File: src/rtl/photo_event_gen.sv
// photo_event_gen: sensor front end for the queue counter.
// Conditions two raw active-low photo-sensor inputs (0 = beam broken).
// Each input is synchronised, debounced by a small FSM, and turned into
// exactly one single-cycle strobe per beam break.
//
// Ports:
//   clk           system clock, rising edge
//   rest          synchronous active-high reset
//   backphoto     raw back sensor, asynchronous, active-low
//   forwardphoto  raw forward sensor, asynchronous, active-low
//   arrive_pulse  1-cycle strobe per debounced back-beam break ("customer joined")
//   depart_pulse  1-cycle strobe per debounced forward-beam break ("customer served")
//   back_fault    back beam stuck broken (0 unless PHOTO_STUCK_DETECT_EN)
//   fwd_fault     forward beam stuck broken (0 unless PHOTO_STUCK_DETECT_EN)
//
// Optional feature: define PHOTO_STUCK_DETECT_EN to build the stuck-beam detectors.
module photo_event_gen #(
  parameter int unsigned SYNC_STAGES  = 2,
  parameter int unsigned DEB_CYCLES   = 4,
  parameter int unsigned STUCK_CYCLES = 1000
) (
  input  logic clk,
  input  logic rest,
  input  logic backphoto,
  input  logic forwardphoto,
  output logic arrive_pulse,
  output logic depart_pulse,
  output logic back_fault,
  output logic fwd_fault
);

  if (SYNC_STAGES < 2 || DEB_CYCLES < 1 || STUCK_CYCLES < 1) begin : g_bad_param
    $error("photo_event_gen: illegal parameter value");
  end

  localparam int unsigned CntW = $clog2(DEB_CYCLES + 1);
  localparam logic [CntW-1:0] DebMax = CntW'(DEB_CYCLES);

  typedef enum logic [1:0] {StClear, StFallWait, StBlocked, StRiseWait} state_e;

  // Index 0 = back sensor, index 1 = forward sensor.
  logic [1:0]             raw;
  logic [SYNC_STAGES-1:0] sync_q  [2];
  logic [SYNC_STAGES-1:0] sync_d  [2];
  state_e                 state_q [2];
  state_e                 state_d [2];
  logic [CntW-1:0]        cnt_q   [2];
  logic [CntW-1:0]        cnt_d   [2];
  logic [1:0]             evt_q, evt_d;
  logic                   pend_q, pend_d;
  logic                   arrive_q, arrive_d;
  logic                   depart_q, depart_d;

  assign raw = {forwardphoto, backphoto};

  always_comb begin
    for (int i = 0; i < 2; i++) begin
      sync_d[i]  = {sync_q[i][SYNC_STAGES-2:0], raw[i]};
      state_d[i] = state_q[i];
      cnt_d[i]   = cnt_q[i];
      evt_d[i]   = 1'b0;
      unique case (state_q[i])
        StClear: begin
          if (!sync_q[i][SYNC_STAGES-1]) begin
            state_d[i] = StFallWait;
            cnt_d[i]   = CntW'(1);
          end
        end
        StFallWait: begin
          if (sync_q[i][SYNC_STAGES-1]) begin
            state_d[i] = StClear;
          end else if (cnt_q[i] == DebMax) begin
            state_d[i] = StBlocked;
            evt_d[i]   = 1'b1;
          end else begin
            cnt_d[i] = cnt_q[i] + CntW'(1);
          end
        end
        StBlocked: begin
          if (sync_q[i][SYNC_STAGES-1]) begin
            state_d[i] = StRiseWait;
            cnt_d[i]   = CntW'(1);
          end
        end
        StRiseWait: begin
          if (!sync_q[i][SYNC_STAGES-1]) begin
            state_d[i] = StBlocked;
          end else if (cnt_q[i] == DebMax) begin
            state_d[i] = StClear;
          end else begin
            cnt_d[i] = cnt_q[i] + CntW'(1);
          end
        end
        default: state_d[i] = StClear;
      endcase
    end
  end

  // Arrive wins a simultaneous event; depart is deferred one cycle. A fresh back
  // event cannot coincide with the pending depart since debounce takes many cycles.
  always_comb begin
    arrive_d = evt_q[0];
    depart_d = pend_q | (evt_q[1] & ~evt_q[0]);
    pend_d   = evt_q[1] & evt_q[0];
  end

  always_ff @(posedge clk) begin
    if (rest) begin
      for (int i = 0; i < 2; i++) begin
        sync_q[i]  <= '1;
        state_q[i] <= StClear;
        cnt_q[i]   <= '0;
      end
      evt_q    <= '0;
      pend_q   <= 1'b0;
      arrive_q <= 1'b0;
      depart_q <= 1'b0;
    end else begin
      for (int i = 0; i < 2; i++) begin
        sync_q[i]  <= sync_d[i];
        state_q[i] <= state_d[i];
        cnt_q[i]   <= cnt_d[i];
      end
      evt_q    <= evt_d;
      pend_q   <= pend_d;
      arrive_q <= arrive_d;
      depart_q <= depart_d;
    end
  end

  assign arrive_pulse = arrive_q;
  assign depart_pulse = depart_q;

`ifdef PHOTO_STUCK_DETECT_EN
  localparam int unsigned StuckW = $clog2(STUCK_CYCLES + 1);
  localparam logic [StuckW-1:0] StuckMax = StuckW'(STUCK_CYCLES);

  logic [StuckW-1:0] stuck_q [2];
  logic [StuckW-1:0] stuck_d [2];
  logic [1:0]        fault_q, fault_d;

  always_comb begin
    for (int i = 0; i < 2; i++) begin
      stuck_d[i] = stuck_q[i];
      fault_d[i] = fault_q[i];
      if (state_d[i] == StClear) begin
        // Returning to CLEAR releases the fault and the count on the same edge.
        stuck_d[i] = '0;
        fault_d[i] = 1'b0;
      end else if (state_q[i] == StBlocked && stuck_q[i] != StuckMax) begin
        stuck_d[i] = stuck_q[i] + StuckW'(1);
      end
      if (state_d[i] != StClear && stuck_d[i] == StuckMax) begin
        fault_d[i] = 1'b1;
      end
    end
  end

  always_ff @(posedge clk) begin
    if (rest) begin
      for (int i = 0; i < 2; i++) begin
        stuck_q[i] <= '0;
      end
      fault_q <= '0;
    end else begin
      for (int i = 0; i < 2; i++) begin
        stuck_q[i] <= stuck_d[i];
      end
      fault_q <= fault_d;
    end
  end

  assign back_fault = fault_q[0];
  assign fwd_fault  = fault_q[1];
`else
  assign back_fault = 1'b0;
  assign fwd_fault  = 1'b0;
`endif

endmodule
File: config.mk
export PLATFORM = sky130hd
export DESIGN_NAME = photo_event_gen
export DESIGN_NICKNAME = d
export VERILOG_FILES = /design/src/rtl/photo_event_gen.sv
export SDC_FILE = /design/constraint.sdc
export NUM_CORES = 1
export LEC_CHECK = 0
export CORE_MARGIN = 3
export CORE_UTILIZATION = 52
export CTS_BUF_LIST = sky130_fd_sc_hd__clkbuf_8
export DETAILED_ROUTE_END_ITERATION = 6
export PLACE_DENSITY = 0.78
export REMOVE_ABC_BUFFERS = 1
export SYNTH_ARGS = -nofsm -noshare
export SYNTH_HDL_FRONTEND = slang
export SYNTH_SLANG_ARGS = --single-unit
File: constraint.sdc
create_clock -name clk -period 1.7 [get_ports clk]
set_clock_uncertainty 0.15 [all_clocks]
set_input_delay 0.255 -clock clk [delete_from_list [all_inputs] [get_ports clk]]
set_output_delay 0.255 -clock clk [all_outputs]
set_load 0.005 [all_outputs]
==> impl_table.tex <==
\begin{tabular}{lr}
\hline
Metric & Value \\
\hline
\multicolumn{2}{l}{\textbf{GRT}} \\
Wire length of the first global-routing pass & 2480 um \\
Number of global-route vias before repair & 610 \\
Number of antenna violations at the first check in global routing & 0 \\
Gr usage total & 0.158 \\
Total overflow reported by the global router & 0 \\
Pin count of the biggest net entering global routing & 11 \\
\multicolumn{2}{l}{\textbf{Timing}} \\
Least setup slack across all paths after layout & -0.0411 ns \\
Fin Hold WS & 0.253 ns \\
Final period util & 1.02 \\
Setup repair after global routing missed its margin & true \\
Hold Fails Final Rpt & 0 \\
Max-slew violation count & 0 \\
Final setup vio count & 1 \\
Shortest period the worst path allows & between 1.5 and 2 ns \\
Maximum frequency from static timing analysis & 574 MHz \\
\multicolumn{2}{l}{\textbf{Setup path}} \\
Startpoint types & register \\
Type of the worst setup path & register to register \\
CP endpoint kind & register \\
Flop-to-flop setup slack & -0.04 ns \\
Crit Path Max Fanout & 4 \\
WP data arrival & 1.70 ns \\
Data required time at the worst endpoint & roughly 1.7 ns \\
\multicolumn{2}{l}{\textbf{Power and ir drop}} \\
Logic pwr share & 0.156 \\
Peak supply drop & around 0.89 mV \\
Sequential share of power & 0.521 \\
Power Internal & 692 uW \\
Switching share of total power & 0.235 \\
Leakage power & approximately 0.43 nW \\
Power density of the placed cells & 786 nW/um2 \\
Clock Power Share & 0.322 \\
Net switching power figure & 213 uW \\
\multicolumn{2}{l}{\textbf{Final layout}} \\
Final core occ & 0.722 \\
Nets & $\sim$120 \\
Area delta synth->final & 23.8\% \\
Antenna cell count & 0 \\
Final standard cell area without fillers & around 1200 um2 \\
Layout cell share with drive strength beyond 1 & 0.216 \\
\multicolumn{2}{l}{\textbf{Floorplanning}} \\
Die Span Y & 48.3 um \\
Standard-cell row count & 14 \\
Io pins & 8 \\
Width of the die & 48.3 um \\
Area enclosed by the die boundary & 2330 um2 \\
Placeable core area & 1590 um2 \\
Starting density of the core & 0.583 \\
\multicolumn{2}{l}{\textbf{Clock network}} \\
Number of levels in the clock H-tree & 1 \\
Hold buffers post-CTS & 0 \\
Number of CTS-inserted buffers & 3 \\
Clock edge transition at the registers on the reported setup and hold paths & $\sim$0.06 ns \\
Clock root buffer & sky130\_fd\_sc\_hd\_\_clkbuf\_8 \\
Number of clock sinks seen by CTS & 19 \\
Clock tree from TritonCTS & done \\
Maximum clock path buffer count & 2 \\
Insertion delay of the later-clocked pin in the worst-skew pair & 0.25 ns \\
\multicolumn{2}{l}{\textbf{Placed design}} \\
Detailed Place HPWL & roughly 1200 um \\
Post-placement cell area & 1050 um2 \\
Count of input and output buffers & 5 \\
GP Congestion & 0.766 \\
\multicolumn{2}{l}{\textbf{Synthesis}} \\
Count of yosys warnings during synthesis & 0 \\
Number of enable-type register cells in the synthesized netlist & 0 \\
Synthesized instance count & 96 \\
Fraction of post-synthesis cell area in the top cell type by area & 0.409 \\
Post-synth ARST share & 0 \\
Biggest area contributors in the synthesized netlist & sky130\_fd\_sc\_hd\_\_dfxtp\_1 (41\%), sky130\_fd\_sc\_hd\_\_ha\_1 (9.4\%), sky130\_fd\_sc\_hd\_\_inv\_1 (4.0\%) \\
Most instantiated flip-flop cell in the synthesis netlist & sky130\_fd\_sc\_hd\_\_dfxtp\_1 \\
Mean instance size in the synthesized netlist & 9.68 um2 \\
Number of library cell types mapped by synthesis & 34 \\
Sequential area share after synthesis & 0.409 \\
Netlist area before placement & 930 um2 \\
Largest area contributor in the netlist & sky130\_fd\_sc\_hd\_\_dfxtp\_1 \\
Count of state elements after synthesis & 19 \\
\multicolumn{2}{l}{\textbf{Outcome}} \\
Violated checks & negative setup slack \\
Run status & finished with violations \\
\multicolumn{2}{l}{\textbf{Worst hold path}} \\
Worst Hold Class & register to register \\
\multicolumn{2}{l}{\textbf{Route}} \\
Initial detailed-routing violation count & 13 \\
Total DRC errors in the routed layout & 0 \\
Via count & 719 \\
DRT Wirelength & 1600 um \\
Remaining antenna violation count after routing & 0 \\
Post-detailed-route wirelength per cell & between 10 and 15 um \\
Vias per cell & 5.33 \\
Length of the first detailed-routing pass in iterations & 4 \\
\multicolumn{2}{l}{\textbf{Run}} \\
Max Cap Viol & 0 \\
\hline
\end{tabular}
==> metal layers <==
metal | vias up | track usage | share of wire
met3 | 5 | 0.0554 | 0.044
met1 | 332 | 0.191 | 0.45
li1 | 364 | - | -
met5 | - | 0 | 0
met4 | 0 | 0.0645 | 0.022
met2 | 18 | 0.255 | 0.48
==> cell usage in the layout (no fill, tap or decap), types with 2 or more instances in the layout <==
cell and count:
sky130_fd_sc_hd__a2111oi_4 2, sky130_fd_sc_hd__a211oi_1 2, sky130_fd_sc_hd__a21oi_1 5, sky130_fd_sc_hd__and3_1 2, sky130_fd_sc_hd__buf_4 6, sky130_fd_sc_hd__buf_6 2, sky130_fd_sc_hd__clkbuf_8 3, sky130_fd_sc_hd__clkdlybuf4s50_1 5
sky130_fd_sc_hd__conb_1 2, sky130_fd_sc_hd__dfxtp_1 17, sky130_fd_sc_hd__ha_1 5, sky130_fd_sc_hd__inv_1 9, sky130_fd_sc_hd__inv_2 2, sky130_fd_sc_hd__mux2i_1 3, sky130_fd_sc_hd__nand2_1 3, sky130_fd_sc_hd__nand3b_1 2
sky130_fd_sc_hd__nor2_1 5, sky130_fd_sc_hd__nor3_1 5, sky130_fd_sc_hd__o311ai_0 3, sky130_fd_sc_hd__or2_1 5, sky130_fd_sc_hd__xor2_1 2
==> repair_timing <==
action / CTS / global route
pin swaps: 1 / 4
buffers inserted: 0 / 1
resized for setup: 6 / 8
endpoints found under the setup margin: 4 / 4
gates cloned: 0 / 0
==> power by group through the flow <==
stage | Clock [mW] | Combinational, mW | Sequential (mW)
finish | 0.292 | 0.141 | 0.471
global route | 0.322 | 0.155 | 0.473
CTS | 0.304 | 0.124 | 0.472
floorplan | 0 | 0.0734 | 0.478
global placement | 0 | 0.116 | 0.480
detailed placement | 0 | 0.121 | 0.481
==> logic make-up after synthesis <==
family                     synth area share
other                               0.00403
buffers and inverters                0.0606
and+or+nand+nor                       0.187
AOI/OAI and AO/OA                     0.168
muxes                                0.0484
DFF                                   0.409
xor gates and xnor gates             0.0283
adders and majority gates            0.0942
==> layout make-up <==
cell class | instances | area (um2)
Timing Repair Buffer | 13 | 118
Clock buffer | 3 | 41.3
Clock inverter | 1 | 3.75
Inverter | 10 | 37.5
Tap cell | 24 | 30.0
Fill cell | 111 | 443
Sequential cell | 19 | 385
Multi-Input combinational cell | 65 | 536
==> critical path, stage by stage (launching register included) <==
cell	delay [ns]
sky130_fd_sc_hd__dfxtp_4	0.38
sky130_fd_sc_hd__inv_2	0.03
sky130_fd_sc_hd__ha_2	0.17
sky130_fd_sc_hd__mux2_4	0.30
sky130_fd_sc_hd__a2111oi_0	0.46
sky130_fd_sc_hd__a211oi_1	0.11
==> stage by stage <==
stage | worst slack (ns) | std cells | TNS (ns) | power [mW]
after floorplan | -0.0270 | 94 | -0.0270 | 0.551
after global placement | -0.0521 | 130 | -0.0631 | 0.595
after detailed placement | -0.0691 | 130 | -0.176 | 0.602
after CTS | 0.000740 | 134 | 0 | 0.901
after global routing | -0.126 | 135 | -0.294 | 0.950
final | -0.0411 | 135 | -0.0411 | 0.904
==> synth_stat cells, types with 2 or more instances <==
cell / number
sky130_fd_sc_hd__a2111oi_0: 2
sky130_fd_sc_hd__a21oi_1: 5
sky130_fd_sc_hd__nand2_1: 3
sky130_fd_sc_hd__nand3b_1: 2
sky130_fd_sc_hd__xor2_1: 2
sky130_fd_sc_hd__or2_1: 5
sky130_fd_sc_hd__buf_4: 2
sky130_fd_sc_hd__ha_1: 7
sky130_fd_sc_hd__nor2_1: 5
sky130_fd_sc_hd__mux2i_1: 3
sky130_fd_sc_hd__a211oi_1: 3
sky130_fd_sc_hd__nor3_1: 5
sky130_fd_sc_hd__o311ai_0: 3
sky130_fd_sc_hd__and3_1: 2
sky130_fd_sc_hd__inv_1: 10
sky130_fd_sc_hd__dfxtp_1: 19
==> worst paths after layout <==
check / startpoint / to / cells after the start
max: register / state_q[0][0]$_SDFFE_PP0P_ / 5
min: sync_q[0][2]$_SDFF_PP1_ / sync_q[0][3]$_SDFF_PP1_ / 1
max reg2reg: register / state_q[0][0]$_SDFFE_PP0P_ / 5
min reg2reg: sync_q[0][2]$_SDFF_PP1_ / sync_q[0][3]$_SDFF_PP1_ / 1
Power figures use the tool's default switching activity.
